$ cat config.mk
export PLATFORM = sky130hd
export DESIGN_NAME = pc_unit_flat
export DESIGN_NICKNAME = d
export VERILOG_FILES = /design/src/rtl/pc_pkg.sv /design/src/rtl/pc_if.sv /design/src/rtl/pc_ras.sv /design/src/rtl/pc_unit.sv /design/src/flat_wrapper.sv
export SDC_FILE = /design/constraint.sdc
export NUM_CORES = 1
export LEC_CHECK = 0
export CORE_AREA = 4 4 107 109
export CTS_CLUSTER_DIAMETER = 120
export CTS_CLUSTER_SIZE = 30
export DETAILED_ROUTE_END_ITERATION = 7
export DIE_AREA = 0 0 111 113
export PLACE_DENSITY = 0.83
export SYNTH_ARGS = -nofsm -noshare
export SYNTH_HDL_FRONTEND = slang
export SYNTH_SLANG_ARGS = --single-unit
$ cat constraint.sdc
create_clock -name clk -period 2.5 [get_ports clk]
set_input_delay 0.5 -clock clk [delete_from_list [all_inputs] [get_ports clk]]
set_output_delay 0.5 -clock clk [all_outputs]
set_load 0.05 [all_outputs]
$ cat src/rtl/pc_pkg.sv
// Shared types and default vectors for the program counter unit.
// Imported by the interface, the return stack and the top.
package pc_pkg;

  typedef enum logic {
    RUN,
    HALT
  } state_t;

  typedef enum logic [2:0] {
    SRC_SEQ,
    SRC_BR,
    SRC_J,
    SRC_JR,
    SRC_RET,
    SRC_ERET,
    SRC_EXC
  } src_t;

  localparam int unsigned DEF_WIDTH     = 32;
  localparam int unsigned DEF_STEP      = 1;
  localparam longint unsigned DEF_RESET = 64'h0;
  localparam longint unsigned DEF_EXC   = 64'h80;
  localparam int unsigned DEF_RAS_DEPTH = 4;

endpackage

$ cat src/rtl/pc_if.sv
// Control/redirect bundle between fetch, branch resolution and the PC.
// master = requesting logic, slave = pc_unit.
interface pc_if #(
  parameter int WIDTH = 32
);
  logic             stall_i;
  logic             branch_taken_i;
  logic [WIDTH-1:0] branch_target_i;
  logic             jump_i;
  logic [WIDTH-1:0] jump_target_i;
  logic             jr_i;
  logic [WIDTH-1:0] jr_target_i;
  logic             call_i;
  logic             ret_i;
  logic             exc_i;
  logic             eret_i;
  logic             halt_i;
  logic             resume_i;
  logic [WIDTH-1:0] pc_o;
  logic [WIDTH-1:0] pc_plus_o;
  logic [WIDTH-1:0] epc_o;
  logic             halted_o;
  logic             flush_o;
  logic             ras_miss_o;

  modport master (
    output stall_i, branch_taken_i, branch_target_i,
    output jump_i, jump_target_i, jr_i, jr_target_i,
    output call_i, ret_i, exc_i, eret_i,
    output halt_i, resume_i,
    input  pc_o, pc_plus_o, epc_o,
    input  halted_o, flush_o, ras_miss_o
  );

  modport slave (
    input  stall_i, branch_taken_i, branch_target_i,
    input  jump_i, jump_target_i, jr_i, jr_target_i,
    input  call_i, ret_i, exc_i, eret_i,
    input  halt_i, resume_i,
    output pc_o, pc_plus_o, epc_o,
    output halted_o, flush_o, ras_miss_o
  );
endinterface

$ cat src/rtl/pc_ras.sv
// Circular return-address stack; a push when full drops the oldest.
// pop+push together replaces the top entry in place.
module pc_ras
  import pc_pkg::*;
#(
  parameter int WIDTH = 32,
  parameter int DEPTH = 4
) (
  input  logic             clk,
  input  logic             rst,
  input  logic             push,
  input  logic             pop,
  input  logic [WIDTH-1:0] din,
  output logic [WIDTH-1:0] top,
  output logic             empty
);

  localparam int AW = $clog2(DEPTH);
  localparam logic [AW:0] FULL = (AW+1)'(DEPTH);

  logic [WIDTH-1:0] mem [DEPTH];
  logic [AW-1:0]    ptr;
  logic [AW-1:0]    ptr_m1;
  logic [AW:0]      cnt;
  logic             do_pop;

  assign ptr_m1 = ptr - AW'(1);
  assign empty  = (cnt == '0);
  assign top    = mem[ptr_m1];
  assign do_pop = pop && !empty;

  // Pointer and occupancy; count saturates when the ring wraps.
  always_ff @(posedge clk) begin
    if (rst) begin
      ptr <= '0;
      cnt <= '0;
    end else if (do_pop && push) begin
      ptr <= ptr;
    end else if (push) begin
      ptr <= ptr + AW'(1);
      if (cnt != FULL) cnt <= cnt + 1'b1;
    end else if (do_pop) begin
      ptr <= ptr_m1;
      cnt <= cnt - 1'b1;
    end
  end

  // Entry write: overwrite top on pop+push, else next free slot.
  always_ff @(posedge clk) begin
    if (push) mem[do_pop ? ptr_m1 : ptr] <= din;
  end

endmodule

$ cat src/rtl/pc_unit.sv
// Program counter with redirect priority, stall/halt and EPC.
// Optional return-address stack enabled by defining PC_RAS_EN.
module pc_unit
  import pc_pkg::*;
#(
  parameter int              WIDTH     = DEF_WIDTH,
  parameter int              STEP      = DEF_STEP,
  parameter longint unsigned RESET_VEC = DEF_RESET,
  parameter longint unsigned EXC_VEC   = DEF_EXC,
  parameter int              RAS_DEPTH = DEF_RAS_DEPTH
) (
  input logic clk,
  input logic rst,
  pc_if.slave bus
);

  localparam logic [WIDTH-1:0] RST_V  = WIDTH'(RESET_VEC);
  localparam logic [WIDTH-1:0] EXC_V  = WIDTH'(EXC_VEC);
  localparam logic [WIDTH-1:0] STEP_V = WIDTH'(STEP);

  state_t           state, nxt_state;
  src_t             sel;
  logic             upd;
  logic [WIDTH-1:0] pc, epc, pc_plus, nxt_pc;
  logic             flush;
  logic [WIDTH-1:0] ret_pc;
  logic             ras_push, ras_pop, miss_n;

  assign pc_plus       = pc + STEP_V;
  assign bus.pc_o      = pc;
  assign bus.pc_plus_o = pc_plus;
  assign bus.epc_o     = epc;
  assign bus.halted_o  = (state == HALT);
  assign bus.flush_o   = flush;

  // Source selection and FSM next state; upd=0 means hold.
  always_comb begin
    nxt_state = state;
    sel       = SRC_SEQ;
    upd       = 1'b0;
    unique case (state)
      RUN: begin
        if (bus.exc_i) begin
          sel = SRC_EXC;
          upd = 1'b1;
        end else if (bus.halt_i) begin
          nxt_state = HALT;
        end else if (!bus.stall_i) begin
          upd = 1'b1;
          if (bus.eret_i)              sel = SRC_ERET;
          else if (bus.ret_i)          sel = SRC_RET;
          else if (bus.jr_i)           sel = SRC_JR;
          else if (bus.jump_i)         sel = SRC_J;
          else if (bus.branch_taken_i) sel = SRC_BR;
          else                         sel = SRC_SEQ;
        end
      end
      HALT: begin
        if (bus.exc_i) begin
          sel       = SRC_EXC;
          upd       = 1'b1;
          nxt_state = RUN;
        end else if (bus.resume_i) begin
          upd       = 1'b1;
          nxt_state = RUN;
        end
      end
      default: nxt_state = RUN;
    endcase
  end

  // Next-PC mux; redirects load the target with no increment.
  always_comb begin
    nxt_pc = pc_plus;
    unique case (sel)
      SRC_EXC:  nxt_pc = EXC_V;
      SRC_ERET: nxt_pc = epc;
      SRC_RET:  nxt_pc = ret_pc;
      SRC_JR:   nxt_pc = bus.jr_target_i;
      SRC_J:    nxt_pc = bus.jump_target_i;
      SRC_BR:   nxt_pc = bus.branch_target_i;
      default:  nxt_pc = pc_plus;
    endcase
  end

  assign ras_pop = upd && (sel == SRC_RET);

`ifdef PC_RAS_EN
  logic [WIDTH-1:0] ras_top;
  logic             ras_empty;
  logic             miss_q;

  assign ras_push = upd && bus.call_i &&
                    (sel == SRC_J || sel == SRC_JR ||
                     sel == SRC_RET);
  assign ret_pc   = ras_empty ? bus.jr_target_i : ras_top;
  assign miss_n   = ras_pop && ras_empty;

  pc_ras #(
    .WIDTH (WIDTH),
    .DEPTH (RAS_DEPTH)
  ) u_ras (
    .clk   (clk),
    .rst   (rst),
    .push  (ras_push),
    .pop   (ras_pop),
    .din   (pc_plus),
    .top   (ras_top),
    .empty (ras_empty)
  );

  // Miss pulse for a return that found the stack empty.
  always_ff @(posedge clk) begin
    if (rst) miss_q <= 1'b0;
    else     miss_q <= miss_n;
  end

  assign bus.ras_miss_o = miss_q;
`else
  logic unused_ras;

  assign ras_push       = 1'b0;
  assign ret_pc         = bus.jr_target_i;
  assign miss_n         = 1'b0;
  assign unused_ras     = bus.call_i | ras_push | ras_pop | miss_n;
  assign bus.ras_miss_o = 1'b0;
`endif

  // PC, EPC, state and flush registers.
  always_ff @(posedge clk) begin
    if (rst) begin
      state <= RUN;
      pc    <= RST_V;
      epc   <= RST_V;
      flush <= 1'b0;
    end else begin
      state <= nxt_state;
      flush <= upd && (sel != SRC_SEQ);
      if (upd) pc <= nxt_pc;
      if (upd && sel == SRC_EXC) epc <= pc;
    end
  end

endmodule

$ cat src/flat_wrapper.sv
// flat-port wrapper written by rule: the top's interface ports become plain ports
module pc_unit_flat import pc_pkg::*;
#(
  parameter int              WIDTH     = DEF_WIDTH,
  parameter int              STEP      = DEF_STEP,
  parameter longint unsigned RESET_VEC = DEF_RESET,
  parameter longint unsigned EXC_VEC   = DEF_EXC,
  parameter int              RAS_DEPTH = DEF_RAS_DEPTH
)
  (clk, rst, bus_stall_i, bus_branch_taken_i, bus_branch_target_i, bus_jump_i, bus_jump_target_i, bus_jr_i, bus_jr_target_i, bus_call_i, bus_ret_i, bus_exc_i, bus_eret_i, bus_halt_i, bus_resume_i, bus_pc_o, bus_pc_plus_o, bus_epc_o, bus_halted_o, bus_flush_o, bus_ras_miss_o);
  pc_if #(.WIDTH(WIDTH)) bus_i ();
  input logic clk;
  input logic rst;
  input wire logic [$bits(bus_i.stall_i)-1:0] bus_stall_i;
  input wire logic [$bits(bus_i.branch_taken_i)-1:0] bus_branch_taken_i;
  input wire logic [$bits(bus_i.branch_target_i)-1:0] bus_branch_target_i;
  input wire logic [$bits(bus_i.jump_i)-1:0] bus_jump_i;
  input wire logic [$bits(bus_i.jump_target_i)-1:0] bus_jump_target_i;
  input wire logic [$bits(bus_i.jr_i)-1:0] bus_jr_i;
  input wire logic [$bits(bus_i.jr_target_i)-1:0] bus_jr_target_i;
  input wire logic [$bits(bus_i.call_i)-1:0] bus_call_i;
  input wire logic [$bits(bus_i.ret_i)-1:0] bus_ret_i;
  input wire logic [$bits(bus_i.exc_i)-1:0] bus_exc_i;
  input wire logic [$bits(bus_i.eret_i)-1:0] bus_eret_i;
  input wire logic [$bits(bus_i.halt_i)-1:0] bus_halt_i;
  input wire logic [$bits(bus_i.resume_i)-1:0] bus_resume_i;
  output wire logic [$bits(bus_i.pc_o)-1:0] bus_pc_o;
  output wire logic [$bits(bus_i.pc_plus_o)-1:0] bus_pc_plus_o;
  output wire logic [$bits(bus_i.epc_o)-1:0] bus_epc_o;
  output wire logic [$bits(bus_i.halted_o)-1:0] bus_halted_o;
  output wire logic [$bits(bus_i.flush_o)-1:0] bus_flush_o;
  output wire logic [$bits(bus_i.ras_miss_o)-1:0] bus_ras_miss_o;
  assign bus_i.stall_i = bus_stall_i;
  assign bus_i.branch_taken_i = bus_branch_taken_i;
  assign bus_i.branch_target_i = bus_branch_target_i;
  assign bus_i.jump_i = bus_jump_i;
  assign bus_i.jump_target_i = bus_jump_target_i;
  assign bus_i.jr_i = bus_jr_i;
  assign bus_i.jr_target_i = bus_jr_target_i;
  assign bus_i.call_i = bus_call_i;
  assign bus_i.ret_i = bus_ret_i;
  assign bus_i.exc_i = bus_exc_i;
  assign bus_i.eret_i = bus_eret_i;
  assign bus_i.halt_i = bus_halt_i;
  assign bus_i.resume_i = bus_resume_i;
  assign bus_pc_o = bus_i.pc_o;
  assign bus_pc_plus_o = bus_i.pc_plus_o;
  assign bus_epc_o = bus_i.epc_o;
  assign bus_halted_o = bus_i.halted_o;
  assign bus_flush_o = bus_i.flush_o;
  assign bus_ras_miss_o = bus_i.ras_miss_o;
  pc_unit #(.WIDTH(WIDTH), .STEP(STEP), .RESET_VEC(RESET_VEC), .EXC_VEC(EXC_VEC), .RAS_DEPTH(RAS_DEPTH)) u_core (.clk(clk), .rst(rst), .bus(bus_i));
endmodule
==> impl_metrics.prom <==
# TYPE chip_impl_metric gauge
chip_impl_info{name="synth.top_cells.by_area",value="sky130_fd_sc_hd__dfxtp_1, sky130_fd_sc_hd__mux2i_1, sky130_fd_sc_hd__nor2_1"} 1
chip_impl_metric{name="placed_area",unit="um2"} 7280
chip_impl_metric{name="floorplan.initialDensity",unit="%"} 40.5
chip_impl_metric{name="timing.final.crit_share",unit="%"} 103
chip_impl_metric{name="cellLeakagePower",unit="nW"} 3.12
chip_impl_metric{name="portBuffers",unit=""} 204
chip_impl_metric{name="synth-edff-count",unit=""} 0
chip_impl_metric{name="drv_slew",unit=""} 0
chip_impl_metric{name="cts_made_buffers",unit=""} 9
chip_impl_metric{name="hold_viol",unit=""} 0
chip_impl_metric{name="timing.fmax",unit="MHz"} 387
chip_impl_info{name="path_cells",value="and4_4, nand4_4, buf_8, nor4_4, buf_6, xor2_4, buf_12"} 1
chip_impl_metric{name="grt.overflow.total",unit=""} 0
chip_impl_metric{name="cts_num_sinks",unit=""} 66
chip_impl_metric{name="synth-seq-area-share",unit="%"} 30.8
chip_impl_info{name="holdPathEnd",value="u_core.bus.pc_o[1]$_SDFFE_PP0P_"} 1
chip_impl_metric{name="synthesis.area",unit="um2"} 4290
chip_impl_metric{name="clock_path_buffers",unit=""} 2
chip_impl_metric{name="netlist_instances",unit=""} 508
chip_impl_metric{name="final_layout_size_suffix_gt1_share",unit="%"} 28.7
chip_impl_metric{name="ant_nets",unit=""} 0
chip_impl_metric{name="yosys.area.top_type_share",unit="%"} 30.8
chip_impl_metric{name="r2r_setup_slack",unit="ns"} 0.48
chip_impl_metric{name="layout.area.seq",unit="um2"} 1390
chip_impl_metric{name="critical_path_arrival",unit="ns"} 2.09
chip_impl_metric{name="setup_total_negative_slack",unit="ns"} -0.426
chip_impl_metric{name="rows",unit=""} 38
chip_impl_metric{name="drt-pass1-iter-count",unit=""} 8
chip_impl_metric{name="hpwlAfterDp",unit="um"} 14400
chip_impl_metric{name="vias",unit=""} 5498
chip_impl_metric{name="netlist-cell-type-count",unit=""} 72
chip_impl_metric{name="fillers",unit=""} 710
chip_impl_metric{name="largest_net_degree_at_the_start_of_global_routing",unit=""} 24
chip_impl_metric{name="die_height",unit="um"} 113
chip_impl_info{name="clock_tree.root_cell",value="sky130_fd_sc_hd__clkbuf_8"} 1
chip_impl_info{name="hold_path_class",value="reg2reg"} 1
chip_impl_metric{name="synth_warnings",unit=""} 0
chip_impl_metric{name="worstHoldPathCells",unit=""} 2
chip_impl_metric{name="grt_antenna_before_repair",unit=""} 0
chip_impl_metric{name="worst_pin_slew",unit="ns"} 0.631
chip_impl_metric{name="final_design_area_no_fill",unit="um2"} 7850
chip_impl_metric{name="layout_min_cycle_time",unit="ns"} 2.59
chip_impl_metric{name="gr-usage-all-layers",unit="%"} 29.9
chip_impl_info{name="critical_path.endpoint_type",value="primary output"} 1
chip_impl_info{name="synth_top_flop_cell",value="sky130_fd_sc_hd__dfxtp_1"} 1
chip_impl_metric{name="synth-seq-cells",unit=""} 66
chip_impl_info{name="critical_path.startpoint_type",value="flop"} 1
chip_impl_metric{name="total_die_area",unit="um2"} 12500
chip_impl_metric{name="floorplan.io_pins",unit=""} 207
chip_impl_metric{name="path_buf_inv",unit=""} 3
chip_impl_metric{name="setup_slack",unit="ns"} -0.0863
chip_impl_metric{name="routedWlPerCell",unit="um"} 21.7
chip_impl_metric{name="cts_htree_levels",unit=""} 3
chip_impl_metric{name="multiInputGateArea",unit="um2"} 3010
chip_impl_metric{name="setup_violations",unit=""} 8
chip_impl_metric{name="cp.required",unit="ns"} 2.00
chip_impl_metric{name="die-width",unit="um"} 111
chip_impl_metric{name="clock_insertion_delay_worst_skew",unit="ns"} 0.36
chip_impl_metric{name="syn_nets",unit=""} 617
chip_impl_metric{name="drv.max_cap_violation_count",unit=""} 0
chip_impl_metric{name="wirelength",unit="um"} 19700
chip_impl_metric{name="max-slew-margin-rel",unit="%"} 57.7
chip_impl_metric{name="grt_pass1_wl",unit="um"} 30100
chip_impl_metric{name="area_delta_synth_final",unit="%"} 82.7
chip_impl_info{name="worst_path_dominant_cell_family",value="simple AND/OR/NAND/NOR gates"} 1
chip_impl_metric{name="antenna_cells",unit=""} 0
chip_impl_metric{name="worst_clk_skew",unit="ns"} 0.0126
chip_impl_metric{name="num-nets-final",unit=""} 871
chip_impl_info{name="startpoint_of_the_lowest_slack_hold_path",value="u_core.bus.pc_o[1]$_SDFFE_PP0P_"} 1
chip_impl_metric{name="final_core_util",unit="%"} 74.0
chip_impl_metric{name="clkSlewWorstSetupHoldPaths",unit="ns"} 0.09
chip_impl_metric{name="ff2ff_path_depth",unit=""} 5
chip_impl_info{name="critPathKind",value="reg2out"} 1
chip_impl_info{name="timing.rr.start",value="u_core.bus.halted_o$_SDFF_PP0_"} 1
chip_impl_info{name="r2r_end",value="u_core.bus.pc_o[24]$_SDFFE_PP0P_"} 1
chip_impl_info{name="yosysTopAreaCell",value="sky130_fd_sc_hd__dfxtp_1"} 1
chip_impl_info{name="status",value="finished with violations"} 1
chip_impl_metric{name="vias_in_the_first_global_route",unit=""} 5707
chip_impl_info{name="timing.critical_path.slowest_stage_cell",value="sky130_fd_sc_hd__dfxtp_2"} 1
chip_impl_metric{name="avgViaCountPerCell",unit=""} 6.06
chip_impl_metric{name="synth.avg_cell_area",unit="um2"} 8.45
chip_impl_metric{name="gpl.final_weighted_congestion",unit=""} 0.889
chip_impl_metric{name="drt_initial_violations",unit=""} 517
chip_impl_metric{name="async_flop_share",unit="%"} 0
chip_impl_info{name="cts_tree",value="done"} 1
chip_impl_metric{name="core_area",unit="um2"} 10600
chip_impl_info{name="failed_checks",value="setup timing"} 1
chip_impl_metric{name="power-per-cell-area",unit="nW/um2"} 406
chip_impl_metric{name="worst_ir_drop_vdd",unit="mV"} 0.261
chip_impl_metric{name="path_max_fanout",unit=""} 10
chip_impl_metric{name="critical_path.max_stage_delay",unit="ns"} 0.34
chip_impl_metric{name="remaining_drc_errors",unit=""} 0
chip_impl_info{name="rsz_0062_raised_after_global_routing",value="yes"} 1
-- cell usage in the layout, fill, tap and decap left out, types with 4 or more instances in the layout --
| master | Yosys | layout |
|---|---|---|
| sky130_fd_sc_hd__a2bb2oi_1 | 5 | 5 |
| sky130_fd_sc_hd__nand3_1 | 10 | 7 |
| sky130_fd_sc_hd__xnor2_2 | 0 | 4 |
| sky130_fd_sc_hd__xor2_2 | 0 | 4 |
| sky130_fd_sc_hd__a21o_1 | 4 | 4 |
| sky130_fd_sc_hd__buf_6 | 5 | 6 |
| sky130_fd_sc_hd__and4_4 | 0 | 6 |
| sky130_fd_sc_hd__clkbuf_8 | 0 | 9 |
| sky130_fd_sc_hd__o22ai_1 | 4 | 4 |
| sky130_fd_sc_hd__nand2_1 | 40 | 39 |
| sky130_fd_sc_hd__o31ai_1 | 5 | 5 |
| sky130_fd_sc_hd__o21ai_0 | 17 | 17 |
| sky130_fd_sc_hd__buf_12 | 0 | 30 |
| sky130_fd_sc_hd__nor2_1 | 55 | 54 |
| sky130_fd_sc_hd__a22o_1 | 12 | 12 |
| sky130_fd_sc_hd__buf_4 | 3 | 82 |
| sky130_fd_sc_hd__xnor2_1 | 18 | 10 |
| sky130_fd_sc_hd__dfxtp_2 | 0 | 11 |
| sky130_fd_sc_hd__a21oi_1 | 28 | 27 |
| sky130_fd_sc_hd__inv_1 | 6 | 6 |
| sky130_fd_sc_hd__mux2i_1 | 33 | 33 |
| sky130_fd_sc_hd__dfxtp_1 | 66 | 41 |
| sky130_fd_sc_hd__and2_1 | 6 | 5 |
| sky130_fd_sc_hd__xnor2_4 | 0 | 4 |
| sky130_fd_sc_hd__o41ai_1 | 4 | 4 |
| sky130_fd_sc_hd__nor3_1 | 11 | 8 |
| sky130_fd_sc_hd__nand4_1 | 10 | 10 |
| sky130_fd_sc_hd__dfxtp_4 | 0 | 14 |
| sky130_fd_sc_hd__a221oi_1 | 12 | 12 |
| sky130_fd_sc_hd__a222oi_1 | 19 | 19 |
| sky130_fd_sc_hd__a31oi_1 | 4 | 4 |
| sky130_fd_sc_hd__o2bb2ai_1 | 5 | 5 |
| sky130_fd_sc_hd__clkdlybuf4s50_1 | 0 | 171 |
| sky130_fd_sc_hd__a22oi_1 | 4 | 4 |
-- worst register-to-register path, delay by kind of cell, from the launching register on --
| kind | cells | cell delay (ns) |
|---|---|---|
| and+or+nand+nor | 2 | 0.92 |
| AOI/OAI and AO/OA | 3 | 0.67 |
| DFF | 1 | 0.35 |
-- timing repair --
item | 4_1_cts | 5_1_grt
hold buffers | 0 | 0
gates resized for setup | 30 | 12
hold endpoints to repair | 0 | 0
pin swaps | 4 | 8
setup endpoints to repair | 15 | 16
setup buffers | 14 | 10
-- report_power, final --
| part | switching (mW) | internal (mW) |
|---|---|---|
| clock network | 0.473 | 0.623 |
| registers | 0.0384 | 1.08 |
| logic | 0.521 | 0.447 |
| total | 1.03 | 2.15 |
-- how the worst max path moves through the flow --
| stage | startpoint | endpoint | slack [ns] | cells after the start |
|---|---|---|---|---|
| 2_1_floorplan | u_core.bus.pc_o[10]$_SDFFE_PP0P_ | bus_pc_plus_o[26] | -0.12 | 6 |
| 3_3_place_gp | bus_stall_i | u_core.bus.pc_o[10]$_SDFFE_PP0P_ | 0.05 | 6 |
| 3_5_place_dp | bus_jr_i | u_core.bus.pc_o[31]$_SDFFE_PP0P_ | -0.03 | 7 |
| 4_1_cts | u_core.bus.pc_o[2]$_SDFFE_PP0P_ | bus_pc_plus_o[24] | -0.08 | 5 |
| 5_1_grt | u_core.bus.pc_o[7]$_SDFFE_PP0P_ | bus_pc_plus_o[29] | -0.11 | 8 |
| 6_report | u_core.bus.pc_o[13]$_SDFFE_PP0P_ | bus_pc_plus_o[31] | -0.09 | 7 |
-- cells in the mapped netlist, drive strengths merged, types with 3 or more instances --
master / n
dfxtp: 66
nor2: 55
nand2: 41
mux2i: 33
buf: 29
a21oi: 28
clkbuf: 21
a222oi: 19
xnor2: 18
o21ai: 17
a221oi: 12
a22o: 12
nor3: 12
nand4: 11
nand3: 10
xor2: 10
and2: 7
and4: 7
nor4: 7
inv: 6
o31ai: 6
a2bb2oi: 5
o22ai: 5
o2bb2ai: 5
a21o: 4
a22oi: 4
a31oi: 4
nor2b: 4
o41ai: 4
or2: 4
a211o: 3
o211ai: 3
o21a: 3
or3: 3
or4: 3
-- area by class of cell --
type                    count  share of cell area, %
clock inverters             4                  0.925
clock buffers              12                   1.99
inverters                   6                  0.287
well taps                 140                   2.23
flip-flops and latches     66                   17.7
repair buffers            293                   38.6
multi-input cells         386                   38.3
-- logic make-up after synthesis --
logic type,after synthesis,synth area share [%]
muxes,33,7.69
DFF,66,30.8
other,1,0.0874
adders and majority gates,1,0.291
and+or+nand+nor,173,22.0
buffers and inverters,56,6.59
AOI/OAI and AO/OA,150,26.8
xor gates and xnor gates,28,5.71
-- metrics by stage --
stage | total power, mW | hold WS (ns) | std cells | worst slack [ns]
global placement | 2.06 | 0.487 | 867 | 0.0501
finish | 3.18 | 0.512 | 907 | -0.0863
global route | 3.27 | 0.531 | 907 | -0.111
detailed placement | 2.08 | 0.494 | 867 | -0.0338
floorplan | 1.62 | 0.567 | 508 | -0.124
CTS | 3.15 | 0.505 | 897 | -0.0757
-- flip-flops by register name (all words and copies together), names as in the netlist --
name,count
u_core.bus.epc_o,32
u_core.bus.flush_o,1
u_core.bus.halted_o,1
u_core.bus.pc_o,32
-- metal layers --
metal,share of wire [%],GRT usage [%]
met1,36,32.4
met2,50,53.8
met3,9.4,8.45
met4,3.9,14.6
met5,0,0
Power figures use the tool's default switching activity.
